[src/rtl/demux_pkg.sv]
// demux_pkg: shared types for the two-way stream demultiplexer.
package demux_pkg;
    localparam int DATA_WIDTH_DEF = 32;
    typedef logic signed [DATA_WIDTH_DEF-1:0] data_t;
    typedef enum logic [1:0] {EMPTY, ONE, FULL} fill_t;
endpackage

[src/rtl/demux2_stream_fifo2.sv]
// fifo2: 2-entry elastic buffer; head is registered so the consumer sees no combinational path.
module fifo2
    import demux_pkg::*;
#(
    parameter int WIDTH = DATA_WIDTH_DEF
) (
    input  logic             i_clk,
    input  logic             i_rst_n,
    input  logic             i_push,
    input  logic             i_pop,
    input  logic [WIDTH-1:0] i_din,
    output logic             o_full,
    output logic             o_empty,
    output logic [WIDTH-1:0] o_head
);
    fill_t            r_fill;
    fill_t            w_fill_nxt;
    logic [WIDTH-1:0] r_head;
    logic [WIDTH-1:0] r_tail;
    logic [WIDTH-1:0] w_head_nxt;
    logic [WIDTH-1:0] w_tail_nxt;
    logic             w_push;
    logic             w_pop;

    assign w_push  = i_push & (r_fill != FULL);
    assign w_pop   = i_pop & (r_fill != EMPTY);
    assign o_full  = r_fill == FULL;
    assign o_empty = r_fill == EMPTY;
    assign o_head  = r_head;

    always_ff @(posedge i_clk or negedge i_rst_n) begin
        if (!i_rst_n) begin
            r_fill <= EMPTY;
            r_head <= '0;
            r_tail <= '0;
        end else begin
            r_fill <= w_fill_nxt;
            r_head <= w_head_nxt;
            r_tail <= w_tail_nxt;
        end
    end

    always_comb begin
        w_fill_nxt = r_fill;
        w_head_nxt = r_head;
        w_tail_nxt = r_tail;
        case (r_fill)
            EMPTY: if (w_push) begin
                w_fill_nxt = ONE;
                w_head_nxt = i_din;
            end
            ONE: begin
                // push and pop together keeps one entry: the new word becomes the head
                if (w_push && w_pop) w_head_nxt = i_din;
                else if (w_push) begin
                    w_fill_nxt = FULL;
                    w_tail_nxt = i_din;
                end else if (w_pop) w_fill_nxt = EMPTY;
            end
            FULL: if (w_pop) begin
                w_fill_nxt = ONE;
                w_head_nxt = r_tail;
            end
            default: w_fill_nxt = EMPTY;
        endcase
    end
endmodule

[src/rtl/demux2_stream.sv]
// demux2_stream: steers a valid/ready word stream to one of two buffered outputs by select.
module demux2_stream
    import demux_pkg::*;
#(
    parameter int DATA_WIDTH = DATA_WIDTH_DEF,
    parameter int CNT_WIDTH  = 16
) (
    input  logic                  Clk,
    input  logic                  Reset_n,
    input  logic [DATA_WIDTH-1:0] Din,
    input  logic                  Din_valid,
    input  logic                  select,
    output logic                  Din_ready,
    output logic [DATA_WIDTH-1:0] Dout0,
    output logic                  Dout0_valid,
    input  logic                  Dout0_ready,
    output logic [DATA_WIDTH-1:0] Dout1,
    output logic                  Dout1_valid,
    input  logic                  Dout1_ready,
    output logic [CNT_WIDTH-1:0]  Count0,
    output logic [CNT_WIDTH-1:0]  Count1
);
    logic                 w_full0;
    logic                 w_full1;
    logic                 w_empty0;
    logic                 w_empty1;
    logic                 w_acc;
    logic                 w_push0;
    logic                 w_push1;
    logic [CNT_WIDTH-1:0] r_cnt0;
    logic [CNT_WIDTH-1:0] r_cnt1;

    // ready depends only on registered fill levels, never on the consumers' ready
    assign Din_ready   = Reset_n & ~(select ? w_full1 : w_full0);
    assign w_acc       = Din_valid & Din_ready;
    assign w_push0     = w_acc & ~select;
    assign w_push1     = w_acc & select;
    assign Dout0_valid = ~w_empty0;
    assign Dout1_valid = ~w_empty1;
    assign Count0      = r_cnt0;
    assign Count1      = r_cnt1;

    fifo2 #(.WIDTH(DATA_WIDTH)) u_buf0 (
        .i_clk   (Clk),
        .i_rst_n (Reset_n),
        .i_push  (w_push0),
        .i_pop   (Dout0_ready),
        .i_din   (Din),
        .o_full  (w_full0),
        .o_empty (w_empty0),
        .o_head  (Dout0)
    );

    fifo2 #(.WIDTH(DATA_WIDTH)) u_buf1 (
        .i_clk   (Clk),
        .i_rst_n (Reset_n),
        .i_push  (w_push1),
        .i_pop   (Dout1_ready),
        .i_din   (Din),
        .o_full  (w_full1),
        .o_empty (w_empty1),
        .o_head  (Dout1)
    );

    always_ff @(posedge Clk or negedge Reset_n) begin
        if (!Reset_n) begin
            r_cnt0 <= '0;
            r_cnt1 <= '0;
        end else begin
            if (w_push0) r_cnt0 <= r_cnt0 + 1'b1;
            if (w_push1) r_cnt1 <= r_cnt1 + 1'b1;
        end
    end
endmodule
[config.mk]
export PLATFORM = sky130hd
export DESIGN_NAME = demux2_stream
export DESIGN_NICKNAME = d
export VERILOG_FILES = /design/src/rtl/demux_pkg.sv /design/src/rtl/demux2_stream_fifo2.sv /design/src/rtl/demux2_stream.sv
export SDC_FILE = /design/constraint.sdc
export NUM_CORES = 1
export LEC_CHECK = 0
export CAP_MARGIN = 0
export CORE_MARGIN = 10
export CORE_UTILIZATION = 23
export CTS_CLUSTER_DIAMETER = 200
export DETAILED_ROUTE_END_ITERATION = 6
export GPL_ROUTABILITY_DRIVEN = 1
export SLEW_MARGIN = 5
export SYNTH_ARGS = -nofsm -noshare
export SYNTH_HDL_FRONTEND = slang
export SYNTH_HIERARCHICAL = 1
export SYNTH_SLANG_ARGS = --single-unit
export TNS_END_PERCENT = 100
[constraint.sdc]
create_clock -name Clk -period 4.5 [get_ports Clk]
set_input_delay 0.9 -clock Clk [delete_from_list [all_inputs] [get_ports Clk]]
set_output_delay 0.9 -clock Clk [all_outputs]
set_load 0.05 [all_outputs]
# Word-level counts from Yosys, hierarchy flattened
# Cells that the tools add are included.
[totals]
reg_bits = 164
latchBits = 0
mem_bits_rw = 0
romBits = 0
input_bits = 38
output_inout_bits = 99
wordCells = 75
mem_count = 0
[classes]
add_sub_neg = 2
n_mul = 0
div_mod_pow = 0
magnitude_cmp = 0
eq_ne = 16
shift = 0
muxes = 21
n_bitwise = 14
reduce_logical = 14
[ops]
columns = ["op", "n"]
rows = [
  ["$mux W32", 6],
  ["$pmux W32 S3", 2],
  ["$add A16 B1 Y16 const B", 2],
  ["$mux W2", 10],
  ["$reduce_and A4 Y1", 4],
  ["$ne A2 B1 Y1 const B", 6],
  ["$pmux W2 S3", 2],
  ["$and A1 B1 Y1", 8],
  ["$ne A2 B2 Y1 const B", 4],
  ["$ne A3 B1 Y1 const B", 2],
  ["$not A1 Y1", 6],
  ["$reduce_and A3 Y1", 2],
  ["$reduce_bool A3 Y1", 2],
  ["$eq A2 B1 Y1 const B", 2],
  ["$eq A2 B2 Y1 const B", 2],
  ["$logic_not A2 Y1", 2],
  ["$reduce_bool A2 Y1", 2],
  ["$logic_and A1 B1 Y1", 2],
  ["$mux W1", 1],
]

# Logic depth before layout (Yosys ltp)
# Gate-level depths: netlist of run 1.
[logic_depth]
word_depth = 10
depth_mapped = 10
mapped_depth_nobuf = 5

# Hierarchy
# Netlist of run 1, hierarchy kept.
[by_module_without_submodules]
columns = ["module", "n_inst", "cells_each", "area_per_inst_um2", "seq_area_each_um2"]
rows = [
  ["fifo2", 2, 186, 3306.9, 1651.6],
  ["demux2_stream", 1, 132, 1490.2, 800.8],
]

# Worst setup path after synthesis of run 1
# OpenSTA, ideal clock, no wires.
[synth_path]
kind = "input port to output port"
from = "input select"
to = "output Din_ready"
arrival_ps = 1473
t_required_ps = 3600
setup_slack_ps = 2127
cell_stages = 2
n_path_buf = 0
path_cell_list = "mux2i_1 -> and2_1"
[synth_between]
elab_chain_cells = 3
[synth_lines]
columns = ["element", "line_no", "source"]
rows = [
  ["start, declared", "demux2_stream.sv:12", "input logic select,"],
  ["$mux W1", "demux2_stream.sv:34", "assign Din_ready = Reset_n & ~(select ? w_full1 : w_full0);"],
  ["$not A1 Y1", "demux2_stream.sv:34", ""],
  ["$and A1 B1 Y1", "demux2_stream.sv:34", ""],
  ["end, declared", "demux2_stream.sv:13", "output logic Din_ready,"],
]
# Every way passes these cells.

# Final worst setup path of run 1
# Same ends and word-level chain as after synthesis.

==> results.txt, run 1 <==
Status -> finished, final reports clean
Fin. Hold Viols -> 0
DRT iter0 DRCs -> 152
IR drop worst, VDD -> 0.437 mV
Gate Count Post-Synth -> 504
Area Growth Syn to Fin -> 28.4%
Die height -> 208 um
Critical Path Max Stage Delay -> 0.80 ns
Routed met3 length -> 1070 um
DRC errors left -> 0
Final setup fails -> 0
Worst Hold Class -> flip-flop to flip-flop
Hold_buf cts -> 0
RD Place Congestion -> 0.727
Core area -> 34,600 sq um
CP most frequent cell -> clkdlybuf4s50_1
Number of core rows -> 68
Met1 Wirelength -> 9230 um
NumNets Final -> 682
Crit path DAT -> 2.50 ns
Antenna violations before repair -> 1
Die area -> 43,100 sq um
I/O pins -> 137
Setup crit start -> select
Post-Syn Nets -> 544
Number of max-cap violations -> 0
FF+latch count, synth -> 164
Slew HR -> 40.8%
Hold Path Depth -> 1
Worst path cell trace -> clkdlybuf4s50_1 -> mux2i_1 -> and2_1 -> clkdlybuf4s50_1
Grt total ovfl -> 0
Reg2Reg Launch Point -> u_buf0/r_fill[1]
Crit. End Element -> primary output
Drt wl/cell -> 17.5 um
Synth top area share -> 50.6%
HP Start -> Count0[15]
Fmax -> 294 MHz
Worst-margin pin slew -> 0.888 ns
R2r worst-path depth -> 6
Post-route ant nets -> 0
Most frequent cell after synthesis -> mux2_4
Setup CP Type -> primary input to primary output
WP data required -> 3.60 ns
DP HPWL -> 13,200 um
Stages on worst setup path -> 4
Cell variety after synth -> 35
Crit path max fanout -> 3
Later-pin clock latency in the skew report -> 0.43 ns
Pin count of the biggest net entering global routing -> 70
Mean Syn Cell Area -> 16.1 sq um
Port bufs -> 136
Number of CTS-inserted buffers -> 17
Largest cells by area after synthesis -> dfrtp_1 (51%), mux2_4 (31%), mux2_2 (3.1%), xnor2_1 (2.5%), buf_6 (2.2%)
Clock root buffer -> clkbuf_16
Setup Skew -> 0.00727 ns
Leak Pwr -> 0.00451 uW
TNS Setup -> 0 ns
Delay-heaviest family, CP -> buffers and inverters
Vias per cell -> 4.03
Fill cells -> 3,430
Clock transition at the registers of the reported paths -> 0.07 ns
Asr flop ratio synth -> 100%
Ant. Diodes -> 0
Sequential area share after synthesis -> 50.6%
GRT Util Overall -> 9.08%
Main synth FF type -> dfrtp_1
Global-route wire length before repair -> 30,500 um
Tot Pwr -> 5550 uW
Final slew viol count -> 0
Longest Clk Path Bufs -> 2
H-tree lvl count -> 4
Share of cells above drive strength 1 -> 38.0%
# resized after CTS -> 0
Via Count -> 4,469
Type of origin of the critical path -> primary input
RSZ-0062 raised after global routing -> no
DR pass1 iterations -> 5
Met2 wire length -> 8800 um
Starting Density -> 23.4%
Cell Pwr Density -> 533 nW/um^2
Crit share post-route -> 75.6%
Final wirelength -> 19,400 um
Largest area contributor in the netlist -> dfrtp_1
Synthesized area -> 8100 sq um
Commonest cells post-synth -> mux2_4 (170), dfrtp_1 (164), xnor2_1 (23)
Worst Path Buf+Inv -> 2
Fin crit period -> 3.40 ns
Syn. warnings -> 6
Setup Buffers After CTS -> 0
Sink Count -> 164
Vias in the first global route -> 4,773
TritonCTS clock tree -> built
EDFF count, synth -> 0
Uppermost layer routed -> met5
Chip Width -> 208 um
Critical path's slowest cell -> clkdlybuf4s50_1
final timing paths:
path / endpoint / slack [ns]
worst min register to register: Count0[15] / 0.47
min in group asynchronous: u_buf0/o_head[22] / 0.63
worst max register to register: u_buf0/r_tail[0] / 1.81
worst min-delay path: Count0[15] / 0.47
worst max-delay path: Din_ready / 1.10
max in group asynchronous: Count1[15] / 2.52
cell usage in the layout, fill, tap and decap left out, types with 3 or more instances in the layout:
cell type,n
mux2i_1,3
buf_4,7
buf_12,3
clkdlybuf4s50_1,135
nor3_1,3
nor2_1,6
and3_1,6
nand4_1,8
xnor2_1,23
mux2_4,170
inv_1,4
clkbuf_16,17
inv_6,4
dfrtp_1,164
clkbuf_8,3
nand3_1,13
nand2_1,15
clkinv_4,4
xor2_1,7
mux2_2,22
through the flow:
step                area [sq um]  std cells  setup WS (ns)  hold WS, ns  util (%)
floorplan                   8100        504           2.13        0.475         -
global placement            9820       1078           1.05        0.468      28.4
detailed placement          9820       1078           1.02        0.466      28.4
CTS                        10400       1110           1.09        0.475      30.0
global route               10400       1110           1.05        0.505      30.0
finish                     10400       1110           1.10        0.471      30.0
layer usage:
metal	global-route usage (%)	vias up
li1	-	2069
met1	11.6	2285
met2	13.8	94
met3	3.37	19
met4	2.99	2
met5	0	-
cell families after synthesis:
family / count (synthesis) / synth area share, %
muxes: 197 / 35.2
buffers and inverters: 31 / 4.29
and+or+nand+nor: 72 / 5.45
xor gates and xnor gates: 30 / 3.24
AOI/OAI and AO/OA: 8 / 0.865
DFF: 164 / 50.6
adders and majority gates: 2 / 0.309
final cells by class:
type / count / area (sq um) / share of cell area [%]
clock inverter: 12 / 120 / 1.15
clock buffer: 20 / 467 / 4.49
timing repair buffer: 146 / 1480 / 14.2
tap: 455 / 569 / 5.47
inverter: 4 / 15.0 / 0.144
sequential: 164 / 4100 / 39.4
multi-input combinational: 309 / 3650 / 35.1
power breakdown:
| group | switching (uW) | leakage, uW | internal [uW] |
|---|---|---|---|
| registers | 270 | 0.00207 | 1850 |
| clock network | 655 | 0.000284 | 816 |
| logic | 1080 | 0.00216 | 885 |
| total | 2000 | 0.00451 | 3550 |
flip-flops by register name, summed over array words and instances, names as in the netlist:
signal,cells
u_buf0/o_head,32
u_buf0/r_tail,32
u_buf1/o_head,32
u_buf1/r_tail,32
Count0,16
Count1,16
u_buf0/r_fill,2
u_buf1/r_fill,2
No activity file was read; power rests on OpenSTA's default activity.
==> inputs of run 2 (changes only) <==
clock period = 3.5 ns   (was 4.5 ns; I/O delays follow)
==> results.txt, run 2 (synthesis gave the netlist of run 1 again) <==
H-tree lvl count -> 4
Pint -> 4460 uW
DRC errors left -> 0
Grt total ovfl -> 0
M1 GR Usage -> 11.3%
Area Growth Syn to Fin -> 28.5%
Post-placement setup slack -> 0.734 ns
P_sw -> 2630 uW
Setup Buffers After CTS -> 0
Antenna violations before repair -> 2
Commonest non-fill, non-tap cell in the layout -> mux2_4
Final wirelength -> 19,400 um
Fin crit period -> 2.91 ns
Crit path DAT -> 2.21 ns
Vias per cell -> 4.00
Setup CP Type -> flip-flop to primary output
Crit. End Element -> primary output
Post-route ant nets -> 0
DR pass1 iterations -> 4
Cell Pwr Density -> 681 nW/um^2
Drt wl/cell -> 17.4 um
Port bufs -> 136
DP HPWL -> 13,200 um
Comb pwr share -> 35.6%
Commonest cells after routing, fill and taps aside -> mux2_4 (170), dfrtp_1 (164), clkdlybuf4s50_1 (134), xnor2_1 (23), mux2_2 (22)
IR drop worst, VDD -> 0.442 mV
Global-route wire length before repair -> 30,500 um
Chip Width -> 208 um
Core Util, Final -> 30.1%
Final slew viol count -> 0
Die height -> 208 um
Starting Density -> 23.4%
RD Place Congestion -> 0.715
TNS Setup -> 0 ns
Sequential Power Share -> 38.3%
Clock root buffer -> clkbuf_16
Share of cells above drive strength 1 -> 38.6%
RSZ-0062 raised after global routing -> no
Worst-margin pin slew -> 0.764 ns
# resized after CTS -> 0
Status -> finished, final reports clean
Setup Skew -> 0.00949 ns
Number of max-cap violations -> 0
Slew HR -> 49.0%
NumNets Final -> 687
I/O pins -> 137
Ant. Diodes -> 0
GRT Util Overall -> 9.13%
Pin count of the biggest net entering global routing -> 59
GRT busiest layer -> met2
Placed cells -> 1,083
Layout Cells excl Fill -> 1,115
Fmax -> 344 MHz
Fin. Hold Viols -> 0
Hold Slack -> 0.0949 ns
Later-pin clock latency in the skew report -> 0.44 ns
Longest Clk Path Bufs -> 2
Via Count -> 4,457
Die area -> 43,100 sq um
Final setup fails -> 0
DRT iter0 DRCs -> 148
Clock transition at the registers of the reported paths -> 0.07 ns
Crit path max fanout -> 34
Type of origin of the critical path -> flip-flop
Leak Pwr -> 0.00453 uW
Hold_buf cts -> 0
Number of core rows -> 68
GRT met2 Usage -> 14.5%
Final worst slack -> 0.592 ns
GR Layer Usage met3 -> 3.44%
Sw Ratio -> 37.1%
Number of CTS-inserted buffers -> 17
Crit share post-route -> 83.1%
Worst Hold Class -> primary input to async pin
Core area -> 34,600 sq um
Vias in the first global route -> 4,886
WP data required -> 2.80 ns
Sink Count -> 164
Clock power frac -> 26.1%
TritonCTS clock tree -> built
run 2: cell count changes in the layout (fill, tap and decap cells not counted), moves of 2 or more:
cell / delta
buf_4: +7
clkbuf_8: -3
clkinv_4: -4
clkinv_8: +2
inv_8: +4
run 2: power by group through the flow:
stage,combinational (uW),clock (uW),sequential [uW]
floorplan,828,0,3610
global placement,2520,0,2740
detailed placement,2550,0,2750
CTS,2560,1920,2720
global route,2640,1990,2790
finish,2520,1850,2710
run 2: cell type report:
cell class	instances	area, sq um
flip-flops and latches	164	4100
repair buffers	151	1500
well taps	455	569
inverters	4	15.0
multi-input cells	309	3650
fillers	3444	24200
clock buffers	17	425
clock inverters	15	145
run 2: worst max-delay path, cell delays in order (launching register included):
cell and delay [ns]:
dfrtp_1 0.44, nor2b_4 0.18, buf_4 0.59, mux2i_1 0.13, and2_1 0.22, buf_4 0.20
run 2: final timing paths:
check,endpoint,cells after the start,slack (ns),from
min reg2reg,Count0[15],1,0.48,Count0[15]
max,Din_ready,5,0.59,u_buf0/r_fill[1]
min in group Clk,Count0[15],1,0.48,Count0[15]
max in group asynchronous,u_buf0/o_head[10],2,2.39,Reset_n
max reg2reg,u_buf0/r_tail[0],6,1.41,u_buf0/r_fill[1]
min,Count1[8],1,0.09,Reset_n
run 2: layer usage:
layer | vias to the layer above | part of all wire, %
met4 | 4 | 1.0
met3 | 17 | 5.2
li1 | 2076 | -
met5 | - | 0.14
met2 | 85 | 48
met1 | 2275 | 46
run 2: per-stage QoR:
stage,power [uW],instance area (sq um)
after floorplan,4440,8100
after global placement,5270,9840
after detailed placement,5300,9840
after CTS,7200,10400
after global routing,7420,10400
final,7090,10400
